<file path="src/rtl/pit_irq_ctrl.sv">
// Interrupt collector for the mini PIT: turns single-cycle expiry pulses into a
// maskable level interrupt with post-ack hold-off, a one-deep queue and status counters.
module pit_irq_ctrl #(
    parameter int HOLDOFF   = 4,
    parameter int OVF_WIDTH = 4,
    parameter int TOT_WIDTH = 8
) (
    input  logic                 clk,
    input  logic                 reset,
    input  logic                 tick_in,
    input  logic                 enable,
    input  logic                 mask,
    input  logic                 ack,
    input  logic                 clear_ovf,
    output logic                 irq_out,
    output logic                 pending,
    output logic                 queued,
    output logic [OVF_WIDTH-1:0] overrun_count,
    output logic                 overrun_sat,
    output logic [TOT_WIDTH-1:0] tick_total
);

    localparam int CW = (HOLDOFF > 1) ? $clog2(HOLDOFF) : 1;
    localparam logic [CW-1:0]        HOLD_LOAD = CW'((HOLDOFF > 0) ? HOLDOFF - 1 : 0);
    localparam logic [OVF_WIDTH-1:0] OVF_MAX   = '1;

    typedef enum logic [1:0] {
        ST_IDLE    = 2'd0,
        ST_PENDING = 2'd1,
        ST_HOLDOFF = 2'd2
    } state_t;

    state_t                 state_q, state_d;
    logic [CW-1:0]          hold_cnt_q, hold_cnt_d;
    logic                   queued_q, queued_d;
    logic [OVF_WIDTH-1:0]   ovf_q, ovf_d;
    logic [TOT_WIDTH-1:0]   tot_q, tot_d;
    logic                   ovf_inc;

    always_comb begin
        state_d    = state_q;
        hold_cnt_d = hold_cnt_q;
        queued_d   = queued_q;
        tot_d      = tot_q;
        ovf_inc    = 1'b0;

        if (!enable) begin
            state_d    = ST_IDLE;
            queued_d   = 1'b0;
            hold_cnt_d = '0;
        end else begin
            if (tick_in) tot_d = tot_q + TOT_WIDTH'(1);
            case (state_q)
                ST_IDLE: begin
                    if (tick_in) state_d = ST_PENDING;
                end
                ST_PENDING: begin
                    if (ack) begin
                        if (HOLDOFF > 0) begin
                            // A tick arriving with the ack is parked in the queue, not lost.
                            state_d    = ST_HOLDOFF;
                            hold_cnt_d = HOLD_LOAD;
                            queued_d   = tick_in;
                        end else begin
                            state_d = tick_in ? ST_PENDING : ST_IDLE;
                        end
                    end else if (tick_in) begin
                        ovf_inc = 1'b1;
                    end
                end
                ST_HOLDOFF: begin
                    if (tick_in && queued_q) ovf_inc = 1'b1;
                    if (hold_cnt_q == '0) begin
                        state_d  = (queued_q || tick_in) ? ST_PENDING : ST_IDLE;
                        queued_d = 1'b0;
                    end else begin
                        hold_cnt_d = hold_cnt_q - CW'(1);
                        if (tick_in) queued_d = 1'b1;
                    end
                end
                default: begin
                    state_d    = ST_IDLE;
                    queued_d   = 1'b0;
                    hold_cnt_d = '0;
                end
            endcase
        end

        // Clear wins over the old value but keeps a coincident overrun.
        ovf_d = ovf_q;
        if (clear_ovf) begin
            ovf_d = ovf_inc ? OVF_WIDTH'(1) : '0;
        end else if (ovf_inc && (ovf_q != OVF_MAX)) begin
            ovf_d = ovf_q + OVF_WIDTH'(1);
        end
    end

    always_ff @(posedge clk) begin
        if (reset) begin
            state_q    <= ST_IDLE;
            hold_cnt_q <= '0;
            queued_q   <= 1'b0;
            ovf_q      <= '0;
            tot_q      <= '0;
        end else begin
            state_q    <= state_d;
            hold_cnt_q <= hold_cnt_d;
            queued_q   <= queued_d;
            ovf_q      <= ovf_d;
            tot_q      <= tot_d;
        end
    end

    assign pending       = (state_q == ST_PENDING);
    assign irq_out       = pending & ~mask;
    assign queued        = queued_q;
    assign overrun_count = ovf_q;
    assign overrun_sat   = (ovf_q == OVF_MAX);
    assign tick_total    = tot_q;

endmodule

</file>
<file path="config.mk">
export PLATFORM = sky130hd
export DESIGN_NAME = pit_irq_ctrl
export DESIGN_NICKNAME = d
export VERILOG_FILES = /design/src/rtl/pit_irq_ctrl.sv
export SDC_FILE = /design/constraint.sdc
export NUM_CORES = 1
export LEC_CHECK = 0
export BUFFER_PORTS_ARGS = -buffer_cell sky130_fd_sc_hd__buf_2
export CORE_MARGIN = 2
export CORE_UTILIZATION = 55
export CTS_BUF_LIST = sky130_fd_sc_hd__clkbuf_16
export CTS_CLUSTER_DIAMETER = 30
export DETAILED_ROUTE_END_ITERATION = 10
export PLACE_DENSITY = 0.91
export REMOVE_ABC_BUFFERS = 1
export SETUP_SLACK_MARGIN = 0.02
export SLEW_MARGIN = 5
export SYNTH_ARGS = -nofsm -noshare
export SYNTH_HDL_FRONTEND = slang
export SYNTH_SLANG_ARGS = --single-unit
</file>
<file path="constraint.sdc">
create_clock -name clk -period 4.1 [get_ports clk]
set_input_delay 0.82 -clock clk [delete_from_list [all_inputs] [get_ports clk]]
set_output_delay 0.82 -clock clk [all_outputs]
set_load 0.01 [all_outputs]
</file>
==> results.md, run 1 <==
* Status: completed
* CTS Sinks at 17
* Reg2Reg Depth at 6
* EDFF count, synth at 0
* Post-route setup TNS at 0 ns
* Synth async-reset ratio at 0%
* Worst R2R End: hold_cnt_q[0]
* Hold Path Depth at 2
* Final hold vios at 0
* Layout fillers at 121
* Reg clk slew, reported paths at about 0.050 ns
* Longest Clk Path Bufs at 2
* Nets at 147
* Diodes inserted at 0
* CTS tree: built
* Post-synth top area cell: dfxtp_1
* CP Capture Type: primary output
* Slew margin rel. at 67.29%
* Drt first pass iters at 4
* Simple-gate share of the synthesized area at between 20% and 30%
* Mapped cell area at 924.6 um^2
* Most frequent cell after synthesis: dfxtp_1
* Buffer count from post-CTS setup fixing at 0
* Leak Pwr at 0.0004967 uW
* Die Span X at between 40 and 50 um
* DRC viols at 0
* Placed insts at 143
* I/O pin total at 23
* GP Congestion at 0.8809
* Mux share of post-synthesis cell area at 6.766%
* Crit Path Class: reg -> out
* Critical path's largest stage delay at 0.39 ns
* Global route overflow at 0
* Drt wl/cell at 12.76 um
* Flops & latches, synth at 17
* Hold path endpoint: tick_total[1]
* Main combinational cell family by area after synthesis: simple AND/OR/NAND/NOR gates
* HPWL after detailed placement at 1430 um
* Critical-path top delay cell: dfxtp_1
* First-pass GRT wire length at about 3100 um
* Mean Syn Cell Area at between 8 and 9 um^2
* Layout Cells excl Fill at between 100 and 150
* Port bufs at 22
* # Max-Cap Violations at 0
* Vert. Die Dim at about 45 um
* Gates resized, CTS repair at 0
* FP Rows at 14
* Clock Latency Late Sink at 0.25 ns
* Synth warn at 0
* Area grow syn2layout at 22.33%
* Initial antenna violation count at 0
* Worst vdd ir at 240.9 uV
* Final WL at 1875 um
* Total CTS buffers at 3
* Worst endpoint required time at 3.28 ns
* Layout Skew at between 0.002 and 0.003 ns
* Crit-path max FO at 8
* Tcrit/Tclk final at 51.55%
* Slew Viols, Final at 0
* Top_reg_cell synth: dfxtp_1
* Vias post-DR at 844
* Period minus WS final at 2.114 ns
* Yosys cell types at 30
* Vias in the first global route at 784
* CP top delay family: flip-flops
* H-Tree Level Count at 1
* Startpoint types: flip-flop
* Share of layout cells above drive strength 1 at 23.66%
* Share of the synthesized area in the top cell type at a little under two fifths
* Gr usage total at 20.72%
* # setup viols final at 0
* Adder-Cell Fraction of Synth Area at 10.83%
* HP Class: reg -> reg
* Largest net degree at the start of global routing at 14
* # hold bufs at CTS at 0
* Ranking of synthesized cells by area: dfxtp_1, ha_1, nor2_1, xor2_1, mux2i_1
* XOR/XNOR Fraction of Synth Area at 5.683%
* Vias per Instance at approximately 5.7
* Hold_sp: tick_total[1]
* Pwr dens at 351.4 nW/um^2
* CTS root buffer: clkbuf_16
* WP data arrival at between 1 and 1.5 ns
* Crit-path cells: inv_1 > ha_1 > nor2b_1 > buf_2
* RSZ-0062 raised after global routing: no
* Post-synth top cells: dfxtp_1, nor2_1, ha_1, nand2_1, inv_1
* Die Footprint at 2025 um^2
* Post-synthesis cell count at between 100 and 150
* Power Total at 397.5 uW
* Buffers and inverters on the worst path at 2
* Highest clock rate at 473.1 MHz
* Compound-Gate Fraction of Synth Area at 12.72%
* Tightest Pin Transition at 0.4907 ns
* R2R Path Start: state_q[1]
* Post-route ant nets at 0
* Initial Util at 59.98%
* Register area share after synthesis at between 30% and 40%
* Initial drt markers at 9
* R2R Setup Slk at 2.33 ns
* Core area at 1541 um^2
==> report_power, final <==
part / internal [uW] / switching, uW
registers: 167 / 2.17
clock network: 131 / 67.0
logic: 12.7 / 17.6
==> cell usage in the layout, fill, tap and decap left out, types with 3 or more instances in the layout <==
master     instances
nor2b_1            4
xor2_1             5
clkbuf_16          3
ha_1               8
mux2i_1            4
nand3_1            3
a211oi_1           3
buf_2             22
nand2b_1           3
nor2_1            12
inv_1              7
o21ai_0            5
a21oi_1            6
nand2_1            8
dfxtp_1           17
==> worst register-to-register path: stages, from the launching register on <==
cell and delay, ns:
dfxtp_1 0.39, inv_1 0.09, ha_1 0.28, nor2b_1 0.19
a211oi_1 0.30, mux2_2 0.38, nor2_1 0.08
==> logic make-up (layout without fill, tap and decap cells) <==
logic type               count (synthesis)  after routing
multiplexers                             6              6
AND/OR/NAND/NOR                         42             42
XOR/XNOR                                 6              6
adder cells (fa/ha/maj)                  8              8
AO/OA/AOI/OAI                           19             19
flip-flops                              17             17
buffers and inverters                    8             33
==> registers in the layout, summed over array words and instances, names as in the netlist <==
register / cells
tick_total: 8
overrun_count: 4
hold_cnt_q: 2
state_q: 2
queued: 1
==> layout make-up <==
type	count	area, um^2	area share, %
multi-input combinational	81	554.3	49.00
tap	16	20.02	1.770
sequential	17	340.3	30.09
timing repair buffer	22	110.1	9.735
inverter	7	26.28	2.323
clock inverter	1	5.005	0.4425
clock buffer	3	75.07	6.637
==> metal layers <==
layer,GRT usage [%],vias to the layer above,wire (um)
met1,22.67,410,814
met4,13.53,0,9
met3,4.800,2,57
li1,-,420,-
met2,35.43,12,994
met5,0,-,0
==> stage by stage <==
step | util, % | instance area [um^2] | hold slack, ns | setup WS (ns)
2_1_floorplan | - | 920.9 | 0.4976 | 2.282
3_5_place_dp | 68.18 | 1051 | 0.4862 | 2.139
5_1_grt | 73.38 | 1131 | 0.5291 | 1.923
6_report | 73.38 | 1131 | 0.4890 | 1.986
4_1_cts | 73.38 | 1131 | 0.4920 | 1.975
3_3_place_gp | 68.18 | 1051 | 0.4719 | 2.153
==> how the worst max path moves through the flow <==
| stage | cells past startpoint | slack [ns] | to | start |
|---|---|---|---|---|
| floorplan | 1 | 2.28 | irq_out | mask |
| global placement | 3 | 2.15 | irq_out | mask |
| detailed placement | 5 | 2.14 | overrun_count[3] | ack |
| CTS | 4 | 1.97 | irq_out | state_q[1] |
| global route | 4 | 1.92 | irq_out | state_q[1] |
| finish | 4 | 1.99 | irq_out | state_q[1] |
(Power assumes the default switching activity.)
==> run 2: changes to the inputs <==
--- a/config.mk
+++ b/config.mk
@@ -7,11 +7,11 @@
 export LEC_CHECK = 0
 export BUFFER_PORTS_ARGS = -buffer_cell sky130_fd_sc_hd__buf_2
 export CORE_MARGIN = 2
-export CORE_UTILIZATION = 55
+export CORE_UTILIZATION = 51
 export CTS_BUF_LIST = sky130_fd_sc_hd__clkbuf_16
 export CTS_CLUSTER_DIAMETER = 30
 export DETAILED_ROUTE_END_ITERATION = 10
-export PLACE_DENSITY = 0.91
+export PLACE_DENSITY = 0.86
 export REMOVE_ABC_BUFFERS = 1
 export SETUP_SLACK_MARGIN = 0.02
 export SLEW_MARGIN = 5
==> constraint.sdc (replaced) <==
create_clock -name clk -period 2.1 [get_ports clk]
set_input_delay 0.42 -clock clk [delete_from_list [all_inputs] [get_ports clk]]
set_output_delay 0.42 -clock clk [all_outputs]
set_load 0.01 [all_outputs]
==> run 2 against run 1 <==
Total power up 94%. Final cell count rose by 6.1%. Sequential cell count unchanged. Clock power is 91% higher. Die area grew 7.1%. First-iteration DRC count up 78%. Largest power group unchanged. Highest routed layer unchanged.
==> results.md, run 2 (same netlist as run 1, synthesis figures left out) <==
* Status: completed
* Startpoint types: flip-flop
* CP Capture Type: flip-flop
* # Max-Cap Violations at 0 (unchanged)
* Clock Latency Late Sink at 0.25 ns (about the same)
* FP Rows at 15 (+1)
* Worst endpoint required time at 2.26 ns (-1.02 ns)
* # setup viols final at 0 (unchanged)
* Port bufs at 22 (unchanged)
* Commonest cells after routing, fill and taps aside: buf_2, dfxtp_1, nor2_1, nand2_1, ha_1
* Met2 Usage GRT at 36.11% (+0.68 points)
* Drt first pass iters at 4 (unchanged)
* Area grow syn2layout at 23.55%
* Gr usage total at 20.32% (-0.40 points)
* GP Congestion at 0.8456 (-4.0%)
* Share of layout cells above drive strength 1 at 23.66% (unchanged)
* WP data arrival at 1.93 ns (+0.64 ns)
* Diodes inserted at 0 (unchanged)
* Worst vdd ir at 748.0 uV (+210%)
* Crit path from: state_q[0]
* DRC viols at 0 (unchanged)
* Met3 usage in global routing at 8.235% (+3.4 points)
* Initial antenna violation count at 0 (unchanged)
* Layout Skew at 0.001494 ns (-0.001184 ns)
* CTS root buffer: clkbuf_16
* HPWL after detailed placement at 1397 um (-2.4%)
* Hold Path Depth at 2 (unchanged)
* CTS Sinks at 17 (unchanged)
* Pre-CTS worst setup slack at 0.3493 ns (-1.790 ns)
* Commonest non-fill, non-tap cell in the layout: buf_2
* H-Tree Level Count at 1 (unchanged)
* Total CTS buffers at 3 (unchanged)
* Post-route setup TNS at 0 ns (unchanged)
* Power Total at 771.4 uW (+94%)
* Post-route ant nets at 0 (unchanged)
* Largest net degree at the start of global routing at 14 (unchanged)
* Tcrit/Tclk final at 84.30%
* Gates resized, CTS repair at 0 (unchanged)
* Period minus WS final at about 1.8 ns
* Final WL at 1927 um (+2.8%)
* Die Span X at 46.58 um (+3.5%)
* Leak Pwr at 0.0004967 uW (unchanged)
* Final worst slack at 0.3297 ns (-1.657 ns)
* GR Util met1 at 20.71% (-2.0 points)
* R2R Path Start: state_q[0]
* Pwr dens at 675.2 nW/um^2 (+92%)
* Layout fillers at 143 (+18%)
* Max reg flops at 8 (unchanged)
* Final hold vios at 0 (unchanged)
* CTS tree: built
* Vert. Die Dim at 46.58 um (+3.5%)
* GRT busiest layer: met2
* Vias post-DR at 825 (-2.3%)
* I/O pin total at 23 (unchanged)
* First-pass GRT wire length at 2980 um (-2.7%)
* Slew Viols, Final at 0 (unchanged)
* Initial drt markers at 16 (+7)
* Highest clock rate at approximately 560 MHz
* RSZ-0062 raised after global routing: no
* Vias in the first global route at 738 (-5.9%)
* Reg2Reg Depth at 6 (unchanged)
* Crit-path max FO at 4 (-4)
* Nets at 147 (unchanged)
* Hold_sp: clear_ovf
* Slew margin rel. at 68.99% (+1.7 points)
* Tightest Pin Transition at 0.4651 ns (-0.02560 ns)
* Buffer count from post-CTS setup fixing at 0 (unchanged)
* Initial Util at 54.14% (-5.8 points)
* Core area at 1708 um^2 (+11%)
* Global route overflow at 0 (unchanged)
* Longest Clk Path Bufs at 2 (unchanged)
* Vias per Instance at 5.288 (-7.9%)
* Drt wl/cell at 12.35 um (-3.2%)
* Die Footprint at 2170 um^2 (+7.1%)
* HP Class: in -> reg
* Crit Path Class: reg -> reg
* Reg clk slew, reported paths at 0.05 ns (about the same)
* # hold bufs at CTS at 0 (unchanged)
==> run 2: per-stage QoR <==
stage | utilization, % | hold WS [ns] | std cells | area (um^2)
after floorplan | - | 0.4891 | 105 | 920.9
after global placement | 62.20 | 0.4752 | 152 | 1062
after detailed placement | 62.20 | 0.4839 | 152 | 1062
after CTS | 66.89 | 0.3992 | 156 | 1142
after global routing | 66.89 | 0.4158 | 156 | 1142
final | 66.89 | 0.4020 | 156 | 1142
==> run 2: area by class of cell <==
cell class | count | area, um^2 | area share [%]
flip-flops and latches | 17 | 340.3 | 29.79
multi-input cells | 81 | 554.3 | 48.52
clock buffers | 3 | 75.07 | 6.572
inverters | 7 | 26.28 | 2.300
well taps | 25 | 31.28 | 2.738
clock inverters | 1 | 5.005 | 0.4381
repair buffers | 22 | 110.1 | 9.639
==> run 2: path summary, 6_finish.rpt <==
path | slack (ns) | endpoint
max | 0.33 | overrun_count[3]
max reg2reg | 0.33 | overrun_count[3]
min reg2reg | 0.49 | tick_total[1]
min | 0.40 | overrun_count[2]
==> run 2: worst max-delay path: stages (launching register included) <==
cell	delay (ns)
dfxtp_1	0.37
inv_1	0.10
ha_1	0.36
nand3_2	0.11
a21o_1	0.18
or3_1	0.34
a211oi_1	0.22
==> run 2: report_power, final <==
group,switching [uW],internal [uW],leakage (uW)
Clock,125,255,0.0000409
Sequential,4.20,327,0.000137
Combinational,35.6,24.9,0.000319
Total,164,607,0.000497
==> run 2: layer usage <==
layer,vias to the layer above,routed length [um]
li1,422,-
met1,377,808
met2,20,983
met3,6,91
met4,0,44
met5,-,0
